--- config.mk ---
export PLATFORM = sky130hd
export DESIGN_NAME = fifo_wr_arbiter_flat
export DESIGN_NICKNAME = d
export VERILOG_FILES = /design/src/rtl/fifo_arb_pkg.sv /design/src/rtl/fifo_wr_arbiter_if.sv /design/src/rtl/arb_burst_counter.sv /design/src/rtl/fifo_wr_arbiter.sv /design/src/flat_wrapper.sv
export SDC_FILE = /design/constraint.sdc
export NUM_CORES = 1
export LEC_CHECK = 0
export CORE_ASPECT_RATIO = 1.2
export CORE_UTILIZATION = 43
export DETAILED_ROUTE_END_ITERATION = 6
export GPL_TIMING_DRIVEN = 0
export PLACE_DENSITY = 0.93
export REMOVE_ABC_BUFFERS = 1
export SLEW_MARGIN = 40
export SYNTH_ARGS = -nofsm -noshare
export SYNTH_HDL_FRONTEND = slang
export SYNTH_SLANG_ARGS = --single-unit
--- constraint.sdc ---
create_clock -name CLK -period 4.5 [get_ports CLK]
set_input_delay 0.9 -clock CLK [delete_from_list [all_inputs] [get_ports CLK]]
set_output_delay 0.9 -clock CLK [all_outputs]
set_load 0.1 [all_outputs]
--- src/rtl/fifo_arb_pkg.sv ---
// rtl/fifo_arb_pkg.sv - shared types and default sizes for the FIFO write-side arbiter
package fifo_arb_pkg;

  localparam int DEFAULT_DATA_WIDTH = 8;
  localparam int DEFAULT_DEPTH      = 32;

  typedef enum bit [1:0] {
    IDLE  = 2'b00,
    OWN_A = 2'b01,
    OWN_B = 2'b10
  } ARB_STATES;

  typedef enum bit {
    REQ_A_ID = 1'b0,
    REQ_B_ID = 1'b1
  } REQ_ID;

endpackage

--- src/rtl/fifo_wr_arbiter_if.sv ---
// rtl/fifo_wr_arbiter_if.sv - producer handshakes and FIFO write-port bundle
interface fifo_wr_arbiter_if #(
  parameter int DATA_WIDTH = fifo_arb_pkg::DEFAULT_DATA_WIDTH,
  parameter int DEPTH      = fifo_arb_pkg::DEFAULT_DEPTH
);
  logic                     REQ_A;
  logic [DATA_WIDTH-1:0]    DATA_A;
  logic                     ACK_A;
  logic                     REQ_B;
  logic [DATA_WIDTH-1:0]    DATA_B;
  logic                     ACK_B;
  logic                     FIFO_FULL;
  logic [$clog2(DEPTH)-1:0] FIFO_USE_DW;
  logic                     FIFO_WRITE;
  logic [DATA_WIDTH-1:0]    FIFO_DATA_IN;
  logic [1:0]               GRANT;

  // master: producers plus FIFO status; slave: the arbiter itself
  modport master (
    output REQ_A, DATA_A, REQ_B, DATA_B, FIFO_FULL, FIFO_USE_DW,
    input  ACK_A, ACK_B, FIFO_WRITE, FIFO_DATA_IN, GRANT
  );

  modport slave (
    input  REQ_A, DATA_A, REQ_B, DATA_B, FIFO_FULL, FIFO_USE_DW,
    output ACK_A, ACK_B, FIFO_WRITE, FIFO_DATA_IN, GRANT
  );
endinterface

--- src/rtl/arb_burst_counter.sv ---
// rtl/arb_burst_counter.sv - counts accepted words in one ownership period
module arb_burst_counter #(
  parameter int BURST_MAX = 4
) (
  input  logic CLK,
  input  logic RESET,
  input  logic INC,
  input  logic CLR,
  output logic DONE
);

  logic [3:0] cnt_q;

  // DONE flags the increment that lands on BURST_MAX so the owner releases on that ACK
  assign DONE = INC && (cnt_q == 4'(BURST_MAX - 1));

  always_ff @(posedge CLK) begin
    if (RESET || CLR) begin
      cnt_q <= 4'd0;
    end else if (INC) begin
      cnt_q <= cnt_q + 4'd1;
    end
  end

endmodule

--- src/rtl/fifo_wr_arbiter.sv ---
// rtl/fifo_wr_arbiter.sv - round-robin burst arbiter for the FIFO write port; optional FIFO_WR_ARB_STATS_EN adds ACK counters
module fifo_wr_arbiter
  import fifo_arb_pkg::*;
#(
  parameter int DATA_WIDTH = DEFAULT_DATA_WIDTH,
  parameter int DEPTH      = DEFAULT_DEPTH,
  parameter int BURST_MAX  = 4
) (
  input  logic CLK,
  input  logic RESET,
  fifo_wr_arbiter_if.slave bus
`ifdef FIFO_WR_ARB_STATS_EN
  ,
  output logic [15:0] CNT_A,
  output logic [15:0] CNT_B
`endif
);

  localparam int USE_W = $clog2(DEPTH);

  ARB_STATES             state_q, state_d;
  REQ_ID                 last_q, last_d;
  logic                  ack_a, ack_b, inc, clr, done, space_ok;
  logic                  wr_q;
  logic [DATA_WIDTH-1:0] data_q;

  // A word registered last cycle lands in the FIFO on this edge, so 31 entries is already full
  assign space_ok = !bus.FIFO_FULL && !(wr_q && bus.FIFO_USE_DW == USE_W'(DEPTH - 1));
  assign inc      = ack_a || ack_b;

  arb_burst_counter #(.BURST_MAX(BURST_MAX)) u_burst (
    .CLK   (CLK),
    .RESET (RESET),
    .INC   (inc),
    .CLR   (clr),
    .DONE  (done)
  );

  always_ff @(posedge CLK) begin
    if (RESET) begin
      state_q <= IDLE;
      last_q  <= REQ_B_ID;
    end else begin
      state_q <= state_d;
      last_q  <= last_d;
    end
  end

  always_comb begin
    state_d = state_q;
    last_d  = last_q;
    clr     = 1'b0;
    case (state_q)
      IDLE: begin
        if (bus.REQ_A && (!bus.REQ_B || last_q == REQ_B_ID)) state_d = OWN_A;
        else if (bus.REQ_B)                                   state_d = OWN_B;
      end
      OWN_A: begin
        if (!bus.REQ_A || (ack_a && done)) begin
          clr     = 1'b1;
          last_d  = REQ_A_ID;
          state_d = bus.REQ_B ? OWN_B : IDLE;
        end
      end
      OWN_B: begin
        if (!bus.REQ_B || (ack_b && done)) begin
          clr     = 1'b1;
          last_d  = REQ_B_ID;
          state_d = bus.REQ_A ? OWN_A : IDLE;
        end
      end
      default: state_d = IDLE;
    endcase
  end

  always_comb begin
    ack_a     = (state_q == OWN_A) && bus.REQ_A && space_ok;
    ack_b     = (state_q == OWN_B) && bus.REQ_B && space_ok;
    bus.GRANT = state_q;
  end

  assign bus.ACK_A = ack_a;
  assign bus.ACK_B = ack_b;

  always_ff @(posedge CLK) begin
    if (RESET) begin
      wr_q   <= 1'b0;
      data_q <= '0;
    end else begin
      wr_q <= inc;
      if (ack_a)      data_q <= bus.DATA_A;
      else if (ack_b) data_q <= bus.DATA_B;
    end
  end

  assign bus.FIFO_WRITE   = wr_q;
  assign bus.FIFO_DATA_IN = data_q;

`ifdef FIFO_WR_ARB_STATS_EN
  always_ff @(posedge CLK) begin
    if (RESET) begin
      CNT_A <= 16'd0;
      CNT_B <= 16'd0;
    end else begin
      if (ack_a && CNT_A != 16'hFFFF) CNT_A <= CNT_A + 16'd1;
      if (ack_b && CNT_B != 16'hFFFF) CNT_B <= CNT_B + 16'd1;
    end
  end
`endif

endmodule

--- src/flat_wrapper.sv ---
// flat-port wrapper written by rule: the top's interface ports become plain ports
module fifo_wr_arbiter_flat import fifo_arb_pkg::*;
#(
  parameter int DATA_WIDTH = DEFAULT_DATA_WIDTH,
  parameter int DEPTH      = DEFAULT_DEPTH,
  parameter int BURST_MAX  = 4
)
  (CLK, RESET, bus_REQ_A, bus_DATA_A, bus_REQ_B, bus_DATA_B, bus_FIFO_FULL, bus_FIFO_USE_DW, bus_ACK_A, bus_ACK_B, bus_FIFO_WRITE, bus_FIFO_DATA_IN, bus_GRANT);
  fifo_wr_arbiter_if #(.DATA_WIDTH(DATA_WIDTH), .DEPTH(DEPTH)) bus_i ();
  input  logic CLK;
  input  logic RESET;
  input wire logic [$bits(bus_i.REQ_A)-1:0] bus_REQ_A;
  input wire logic [$bits(bus_i.DATA_A)-1:0] bus_DATA_A;
  input wire logic [$bits(bus_i.REQ_B)-1:0] bus_REQ_B;
  input wire logic [$bits(bus_i.DATA_B)-1:0] bus_DATA_B;
  input wire logic [$bits(bus_i.FIFO_FULL)-1:0] bus_FIFO_FULL;
  input wire logic [$bits(bus_i.FIFO_USE_DW)-1:0] bus_FIFO_USE_DW;
  output wire logic [$bits(bus_i.ACK_A)-1:0] bus_ACK_A;
  output wire logic [$bits(bus_i.ACK_B)-1:0] bus_ACK_B;
  output wire logic [$bits(bus_i.FIFO_WRITE)-1:0] bus_FIFO_WRITE;
  output wire logic [$bits(bus_i.FIFO_DATA_IN)-1:0] bus_FIFO_DATA_IN;
  output wire logic [$bits(bus_i.GRANT)-1:0] bus_GRANT;
  assign bus_i.REQ_A = bus_REQ_A;
  assign bus_i.DATA_A = bus_DATA_A;
  assign bus_i.REQ_B = bus_REQ_B;
  assign bus_i.DATA_B = bus_DATA_B;
  assign bus_i.FIFO_FULL = bus_FIFO_FULL;
  assign bus_i.FIFO_USE_DW = bus_FIFO_USE_DW;
  assign bus_ACK_A = bus_i.ACK_A;
  assign bus_ACK_B = bus_i.ACK_B;
  assign bus_FIFO_WRITE = bus_i.FIFO_WRITE;
  assign bus_FIFO_DATA_IN = bus_i.FIFO_DATA_IN;
  assign bus_GRANT = bus_i.GRANT;
  fifo_wr_arbiter #(.DATA_WIDTH(DATA_WIDTH), .DEPTH(DEPTH), .BURST_MAX(BURST_MAX)) u_core (.CLK(CLK), .RESET(RESET), .bus(bus_i));
endmodule
==> results.py, run 1 <==
metrics = {
    "die": {
        "die_area_um2": 2200,
        "coreArea_um2": 1870,
        "initial_utilization_pct": 46.3,
        "rows": 17,
        "dieWidth_um": 43.0,
        "io-pin-count": 39,
        "chipHeight_um": 51.2,
    },
    "detailed_routing": {
        "drtAntennaViolNets": 0,
        "drc": 0,
        "wl_mm": 2.36,
        "first_iter_violations": 11,
        "viasPerCell": 5.83,
        "dr.pass1.iters": 4,
        "vias": 927,
        "wire_per_inst_um": 14.9,
    },
    "placement": {
        "gp_congestion": 0.862,
        "place_ws_ps": 873,
        "port_buffers": 38,
        "hpwl_mm": 1.73,
        "dp.cells": 155,
    },
    "final_layout": {
        "layout-drive-gt1-share_pct": 15.7,
        "final_nets": 172,
        "insertedDiodeCount": 0,
        "area_growth_syn_to_layout_pct": 43.1,
        "fillers": 146,
        "final_common_cell": "clkdlybuf4s50_1",
        "multi_input_area_um2": 527,
        "regArea_um2": 320,
        "layout_common_cells": "25 x clkdlybuf4s50_1, 16 x dfxtp_1, 13 x nor2_1, 13 x buf_2, 9 x o22ai_1",
        "fin_cells": 159,
    },
    "worst_setup_path": {
        "path_cells": "clkdlybuf4s50_1, and4_1, a31oi_2, nor2b_1, buf_2",
        "required_ps": 3600,
        "slowest_stage": "a31oi_2",
        "regToRegStartpoint": "u_core.bus.GRANT[0]",
        "cp_num_buf_inv": 2,
        "critPathKind": "input port to output pin",
        "critPathMaxStageDelay_ps": 530,
        "endpoint_kind": "output pin",
        "crit_family": "buffers and inverters",
        "startpoint_type": "input port",
        "startpoint": "bus_FIFO_USE_DW[3]",
        "arrival_ps": 2770,
        "critPathMaxFanout": 11,
    },
    "timing": {
        "finalSetupViolations": 0,
        "fin_skew_ps": 8.66,
        "finalHoldViolations": 0,
        "setup_slack_ps": 835,
        "tns_ps": 0,
        "fmax_mhz": 273,
        "period_needed_ps": 3670,
        "drv_slew": 0,
        "tightestPinTransition_ps": 741,
        "period_share_pct": 81.4,
        "grt_setup_unrepaired": "no",
        "slew_headroom_pct": 50.6,
    },
    "logic_synthesis": {
        "ys_warn_count": 0,
        "synth_simple_gate_area_share_pct": 20.8,
        "synth_seq_area_share_pct": 36.9,
        "syn-cell-area_um2": 867,
        "synthCells": 100,
        "synth_top_family_by_area": "compound AO/OA/AOI/OAI gates",
        "synth_mux_area_share_pct": 2.31,
        "synth_area_per_cell_um2": 8.67,
        "synth-xor-area-share_pct": 1.01,
        "ys_ff_latch": 16,
        "synth_cell_types": 32,
        "synth_compound_area_share_pct": 28.7,
        "yosys.area_share.adder_pct": 7.22,
    },
    "grt": {
        "grt_overflow": 0,
        "grt.total_usage_pct": 23.0,
        "grt_pass1_vias": 840,
        "grt_max_degree": 17,
        "grt_pass1_wl_mm": 3.77,
        "antenna_found_initial": 0,
    },
    "clock_tree": {
        "holdBufCountCts": 0,
        "cts_tree": "built",
        "cts.path.max_buffers": 2,
        "cts_made_buffers": 3,
        "clkTransAtPathRegs_ps": 110,
        "cts_setup_buffers": 0,
        "root_buffer": "clkbuf_4",
        "postCtsResizedCells": 0,
        "htreeDepth": 1,
        "cts.sinks": 16,
        "clock_latency_ps": 300,
    },
    "min_path": {
        "hp-class": "register to register",
        "hold_path_startpoint": "u_core.bus.FIFO_DATA_IN[0]",
    },
    "pwr": {
        "cellPowerDensity_nw_per_um2": 485,
        "ir_worst_vdd_mv": 0.260,
        "internal_power_uw": 305,
        "p_leak_nw": 0.483,
        "p_seq_share_pct": 30.6,
        "p_clk_share_pct": 16.9,
        "p_sw_share_pct": 49.3,
        "p_comb_share_pct": 52.4,
        "switching_power_uw": 297,
    },
    "run": {
        "max_cap_viol_count": 0,
    },
    "status": {
        "outcome": "complete, no violations",
    },
}
-- metal layers --
layer / vias up / track usage, % / share of wire [%]
met5: - / 0 / 0
met4: 0 / 12.1 / 1.5
met3: 4 / 2.12 / 2.9
met2: 20 / 40.2 / 51
met1: 439 / 27.4 / 45
li1: 464 / - / -
-- cell usage after synthesis --
cell	instances	share of area, %
ha_1	5	7.2
mux2i_1	2	2.3
a31oi_1	1	0.72
nand2_1	3	1.3
nand4b_1	2	2.0
nor4_1	1	0.72
o21ai_0	8	4.6
nand4_1	1	0.72
or4b_2	1	1.2
a21oi_1	3	1.7
and3_1	1	0.72
nand2b_1	2	1.4
a311oi_2	1	1.7
o211ai_1	1	0.87
a22oi_2	1	1.4
inv_1	5	2.2
clkbuf_1	2	0.87
a311o_1	1	1.2
a211o_1	1	1.0
nand3_1	2	1.2
nor4b_1	1	1.0
and4_1	1	1.0
dfxtp_1	16	37
a211oi_1	8	6.9
a221o_1	1	1.2
o22ai_1	9	6.5
o21a_1	1	0.87
or3_1	2	1.4
nor2b_1	2	1.4
nor2_1	13	5.6
xnor2_1	1	1.0
or3b_2	1	1.0
-- metrics by stage --
step	power, mW	hold WS (ps)	area [µm²]	util (%)
after floorplan	0.430	471	860	-
after global placement	0.509	486	1260	67.5
after detailed placement	0.502	490	1200	64.4
after CTS	0.598	503	1240	66.3
after global routing	0.628	530	1240	66.3
final	0.602	501	1240	66.3
-- power groups by stage --
stage	clock network [mW]	logic, mW	registers [mW]
global route	0.104	0.337	0.187
global placement	0	0.322	0.187
detailed placement	0	0.314	0.188
CTS	0.0981	0.315	0.184
finish	0.102	0.315	0.184
floorplan	0	0.119	0.311
-- kinds of logic after synthesis --
| family | after synthesis |
|---|---|
| AOI/OAI and AO/OA | 36 |
| and+or+nand+nor | 33 |
| DFF | 16 |
| buffers and inverters | 7 |
| adders and majority gates | 5 |
| muxes | 2 |
| xor gates and xnor gates | 1 |
-- worst reg2reg max path: cells and delay by family, from the launching register on --
family,cells,cell delay [ps]
flops,1,360
compound gates,3,1090
simple gates,1,90
buf+inv,1,100
fa+ha+maj,1,300
-- worst paths after layout --
check | depth (start not counted) | slack (ps) | to
worst min-delay path | 2 | 500 | u_core.bus.FIFO_DATA_IN[0]
worst min register to register | 2 | 500 | u_core.bus.FIFO_DATA_IN[0]
worst max-delay path | 5 | 830 | bus_ACK_A
worst max register to register | 6 | 2480 | u_core.bus.FIFO_DATA_IN[5]
-- layout make-up --
type	instances	share of cell area, %
clock buffers	4	2.92
repair buffers	38	25.4
inverters	5	1.51
multi-input cells	77	42.4
well taps	19	1.92
flip-flops and latches	16	25.8
-- state kept, by name, indices dropped and copies added, names as in the netlist --
register / flops
u_core.bus.FIFO_DATA_IN: 8
u_core.bus.FIFO_WRITE: 1
u_core.bus.GRANT: 2
u_core.last_q: 1
u_core.u_burst.cnt_q: 4
Power figures use the tool's default switching activity.
==> inputs of run 2 (changes only) <==
- CORE_UTILIZATION: 43 -> 40
- PLACE_DENSITY: 0.93 -> 0.88
- clock period: 4.5 -> 3.7 ns (I/O delays scaled with it)
==> results.py, run 2 (synthesized netlist as in run 1, its figures left out) <==
metrics = {
    "min_path": {
        "hp-class": "register to register",
        "hold_path_startpoint": "u_core.bus.FIFO_DATA_IN[6]",
    },
    "clock_tree": {
        "cts_made_buffers": 3,
        "cts_tree": "built",
        "cts_setup_buffers": 0,
        "root_buffer": "clkbuf_4",
        "clkTransAtPathRegs_ps": 90,
        "holdBufCountCts": 0,
        "postCtsResizedCells": 0,
        "cts.path.max_buffers": 2,
        "htreeDepth": 1,
        "clock_latency_ps": 280,
        "cts.sinks": 16,
    },
    "final_layout": {
        "area_growth_syn_to_layout_pct": 44.7,
        "largest_register_ffs": 8,
        "insertedDiodeCount": 0,
        "fin_util_pct": 61.2,
        "final_area_um2": 1250,
        "layout-drive-gt1-share_pct": 15.7,
        "final_common_cell": "clkdlybuf4s50_1",
        "layout_common_cells": "25 x clkdlybuf4s50_1, 16 x dfxtp_1, 13 x nor2_1, 13 x buf_2, 9 x o22ai_1",
        "final_nets": 172,
    },
    "grt": {
        "antenna_found_initial": 0,
        "grt_pass1_vias": 931,
        "grt_pass1_wl_mm": 3.72,
        "grt_max_degree": 17,
        "grt_overflow": 0,
        "grt.total_usage_pct": 21.3,
    },
    "placement": {
        "hpwl_mm": 1.69,
        "port_buffers": 38,
        "place_ws_ps": 184,
        "gp_congestion": 0.728,
        "placedInstanceArea_um2": 1210,
    },
    "worst_setup_path": {
        "critPathKind": "input port to output pin",
        "startpoint": "bus_FIFO_USE_DW[3]",
        "required_ps": 2960,
        "arrival_ps": 2580,
        "path_cells": "clkdlybuf4s50_1, and4_1, a31oi_2, and3_1, buf_2",
        "critPathMaxFanout": 11,
        "startpoint_type": "input port",
        "crit_family": "buffers and inverters",
        "cp_num_buf_inv": 2,
        "slowest_stage": "a31oi_2",
        "regToRegStartpoint": "u_core.bus.GRANT[0]",
        "endpoint_kind": "output pin",
        "critPathMaxStageDelay_ps": 500,
    },
    "detailed_routing": {
        "dr.pass1.iters": 6,
        "wire_per_inst_um": 12.5,
        "drc": 0,
        "drtAntennaViolNets": 0,
        "first_iter_violations": 11,
        "wl_mm": 2.12,
        "wl_met2_mm": 1.08,
        "wl_met1_um": 902,
        "viasPerCell": 5.35,
        "vias": 909,
        "route.met3.wl_um": 111,
        "dr.max_layer_used": "met4",
    },
    "timing": {
        "period_needed_ps": 3320,
        "fmax_mhz": 301,
        "finalHoldViolations": 0,
        "finalSetupViolations": 0,
        "period_share_pct": 89.7,
        "tightestPinTransition_ps": 693,
        "setup_slack_ps": 380,
        "fin_skew_ps": 3.11,
        "drv_slew": 0,
        "hold_ws_ps": 504,
        "grt_setup_unrepaired": "no",
        "slew_headroom_pct": 53.8,
    },
    "pwr": {
        "total_power_uw": 721,
        "p_leak_nw": 0.483,
        "cellPowerDensity_nw_per_um2": 575,
        "ir_worst_vdd_mv": 0.337,
    },
    "die": {
        "rows": 18,
        "chipHeight_um": 53,
        "die_area_um2": 2360,
        "initial_utilization_pct": 42.3,
        "dieWidth_um": 44.5,
        "io-pin-count": 39,
        "coreArea_um2": 2050,
    },
    "run": {
        "max_cap_viol_count": 0,
    },
    "status": {
        "outcome": "complete, no violations",
    },
}
-- run 2: cell counts in the layout (fill, tap and decap cells not counted) --
No cell type changed its count.
-- run 2: stage by stage --
stage                     std cells  setup TNS [ps]
final                           170               0
after detailed placement        166               0
after global routing            170               0
after floorplan                  98               0
after CTS                       170               0
after global placement          166           -1000
-- run 2: layout make-up --
cell class | count | area (µm²)
clock buffers | 4 | 36.3
fillers | 187 | 795
inverters | 5 | 18.8
multi-input cells | 77 | 527
flip-flops and latches | 16 | 320
well taps | 30 | 37.5
repair buffers | 38 | 315
-- run 2: power by group --
group / internal (mW) / total (mW) / switching (mW)
Sequential: 0.202 / 0.226 / 0.0240
Combinational: 0.109 / 0.381 / 0.272
Clock: 0.0598 / 0.114 / 0.0544
-- run 2: layer usage --
| metal | track usage, % | vias up |
|---|---|---|
| li1 | - | 465 |
| met1 | 22.1 | 404 |
| met2 | 40.7 | 38 |
| met3 | 2.73 | 2 |
| met4 | 10.6 | 0 |
| met5 | 0 | - |
-- run 2: worst min-delay path, stage by stage, from the launching register on --
cell and delay (ps):
dfxtp_1 320, nor2_1 100, a211oi_1 50
-- run 2: path summary, 6_finish.rpt --
check | depth (start not counted) | to | slack [ps]
max reg2reg | 6 | u_core.bus.FIFO_DATA_IN[3] | 1740
max | 5 | bus_ACK_B | 380
min reg2reg | 2 | u_core.bus.FIFO_DATA_IN[6] | 500
min | 2 | u_core.bus.FIFO_DATA_IN[6] | 500
==> inputs of run 3 (changes only) <==
- GPL_TIMING_DRIVEN: 0 -> not set
==> results.py, run 3 (synthesized netlist as in run 1, its figures left out) <==
metrics = {
    "min_path": {
        "hp-class": "register to register",
        "holdPathStages": 2,
    },
    "run": {
        "max_cap_viol_count": 0,
    },
    "timing": {
        "slew_headroom_pct": 50.9,
        "drv_slew": 0,
        "fin_skew_ps": 0.592,
        "tightestPinTransition_ps": 737,
        "fmax_mhz": 336,
        "period_needed_ps": 2970,
        "finalHoldViolations": 0,
        "grt_setup_unrepaired": "no",
        "finalSetupViolations": 0,
        "tns_ps": 0,
        "hold_ws_ps": 506,
        "period_share_pct": 80.4,
    },
    "placement": {
        "hpwl_mm": 1.73,
        "port_buffers": 38,
        "gp_congestion": 0.738,
    },
    "worst_setup_path": {
        "startpoint_type": "input port",
        "cp_num_buf_inv": 3,
        "path_cells": "clkdlybuf4s50_1, and4_1, a31oi_1, buf_4, nor2b_1, buf_12",
        "path_depth": 6,
        "slowest_stage": "clkdlybuf4s50_1",
        "required_ps": 2960,
        "critPathMaxFanout": 11,
        "critPathKind": "input port to output pin",
        "endpoint_kind": "output pin",
        "critPathMaxStageDelay_ps": 420,
        "crit_family": "buffers and inverters",
        "worstRegToRegCells": 6,
        "arrival_ps": 2230,
    },
    "final_layout": {
        "area_growth_syn_to_layout_pct": 48.3,
        "layout_common_cells": "25 x clkdlybuf4s50_1, 16 x dfxtp_1, 13 x nor2_1",
        "fin_util_pct": 62.8,
        "fillers": 175,
        "largest_register_ffs": 8,
        "layout-drive-gt1-share_pct": 15.6,
        "insertedDiodeCount": 0,
        "final_nets": 173,
        "final_common_cell": "clkdlybuf4s50_1",
    },
    "pwr": {
        "p_clk_share_pct": 15.7,
        "switching_power_uw": 355,
        "ir_worst_vdd_mv": 0.402,
        "p_leak_nw": 0.493,
        "p_seq_share_pct": 31.0,
        "internal_power_uw": 377,
        "cellPowerDensity_nw_per_um2": 569,
        "p_comb_share_pct": 53.3,
        "p_sw_share_pct": 48.5,
    },
    "clock_tree": {
        "htreeDepth": 1,
        "holdBufCountCts": 0,
        "root_buffer": "clkbuf_4",
        "cts.path.max_buffers": 2,
        "clock_latency_ps": 280,
        "cts_setup_buffers": 0,
        "cts_made_buffers": 3,
        "cts_tree": "built",
        "postCtsResizedCells": 0,
        "cts.sinks": 16,
        "clkTransAtPathRegs_ps": 90,
    },
    "grt": {
        "grt_max_degree": 17,
        "antenna_found_initial": 0,
        "grt_pass1_wl_mm": 3.82,
        "grt.total_usage_pct": 22.0,
        "grt_overflow": 0,
        "grt_pass1_vias": 936,
    },
    "detailed_routing": {
        "vias": 951,
        "viasPerCell": 5.56,
        "wl_mm": 2.25,
        "first_iter_violations": 12,
        "wire_per_inst_um": 13.1,
        "drc": 0,
        "drtAntennaViolNets": 0,
        "dr.pass1.iters": 4,
    },
    "die": {
        "coreArea_um2": 2050,
        "die_area_um2": 2360,
        "rows": 18,
        "chipHeight_um": 53,
        "io-pin-count": 39,
        "initial_utilization_pct": 42.3,
        "dieWidth_um": 44.5,
    },
    "status": {
        "outcome": "complete, no violations",
    },
}
[run 3: changes by cell type in the layout (fill, tap and decap cells not counted)]
cell     before  now
buf_12        0    2
a31oi_2       1    0
buf_4         0    1
buf_2        13   11
a31oi_1       0    1
[run 3: final timing paths]
path                               from                    endpoint  slack, ps
min reg2reg  u_core.bus.FIFO_DATA_IN[3]  u_core.bus.FIFO_DATA_IN[3]        510
max                  bus_FIFO_USE_DW[2]                   bus_ACK_A        730
max reg2reg         u_core.bus.GRANT[0]  u_core.bus.FIFO_DATA_IN[5]       1650
min          u_core.bus.FIFO_DATA_IN[3]  u_core.bus.FIFO_DATA_IN[3]        510
[run 3: routing by layer]
layer | vias up | global-route usage [%] | share of wire (%)
met5 | - | 0 | 0
met4 | 0 | 9.60 | 0.45
met3 | 2 | 5.46 | 6.8
met2 | 46 | 40.9 | 50
met1 | 438 | 22.8 | 42
li1 | 465 | - | -
[run 3: area by class of cell]
class | instances | area [µm²] | share of cell area, %
inverters | 5 | 18.8 | 1.46
repair buffers | 39 | 353 | 27.4
flip-flops and latches | 16 | 320 | 24.9
clock buffers | 4 | 36.3 | 2.82
well taps | 30 | 37.5 | 2.92
multi-input cells | 77 | 520 | 40.5
[run 3: worst register-to-register path, stage by stage (launching register included)]
cell      delay, ps
dfxtp_1         370
inv_1           100
ha_1            310
a22oi_2         170
a311oi_2        680
nor2_1           80
a211oi_1        230
[run 3: through the flow]
stage	std cells	instance area [µm²]	setup slack (ps)	power [mW]
after floorplan	98	860	54.4	0.523
after global placement	167	1310	745	0.628
after detailed placement	167	1250	765	0.619
after CTS	171	1290	741	0.734
after global routing	171	1290	669	0.772
final	171	1290	725	0.731
[run 3: power by group through the flow]
stage	clock (mW)	sequential, mW	combinational (mW)
after global routing	0.123	0.230	0.418
after CTS	0.117	0.226	0.390
after detailed placement	0	0.229	0.389
after global placement	0	0.228	0.400
after floorplan	0	0.379	0.145
final	0.115	0.226	0.390
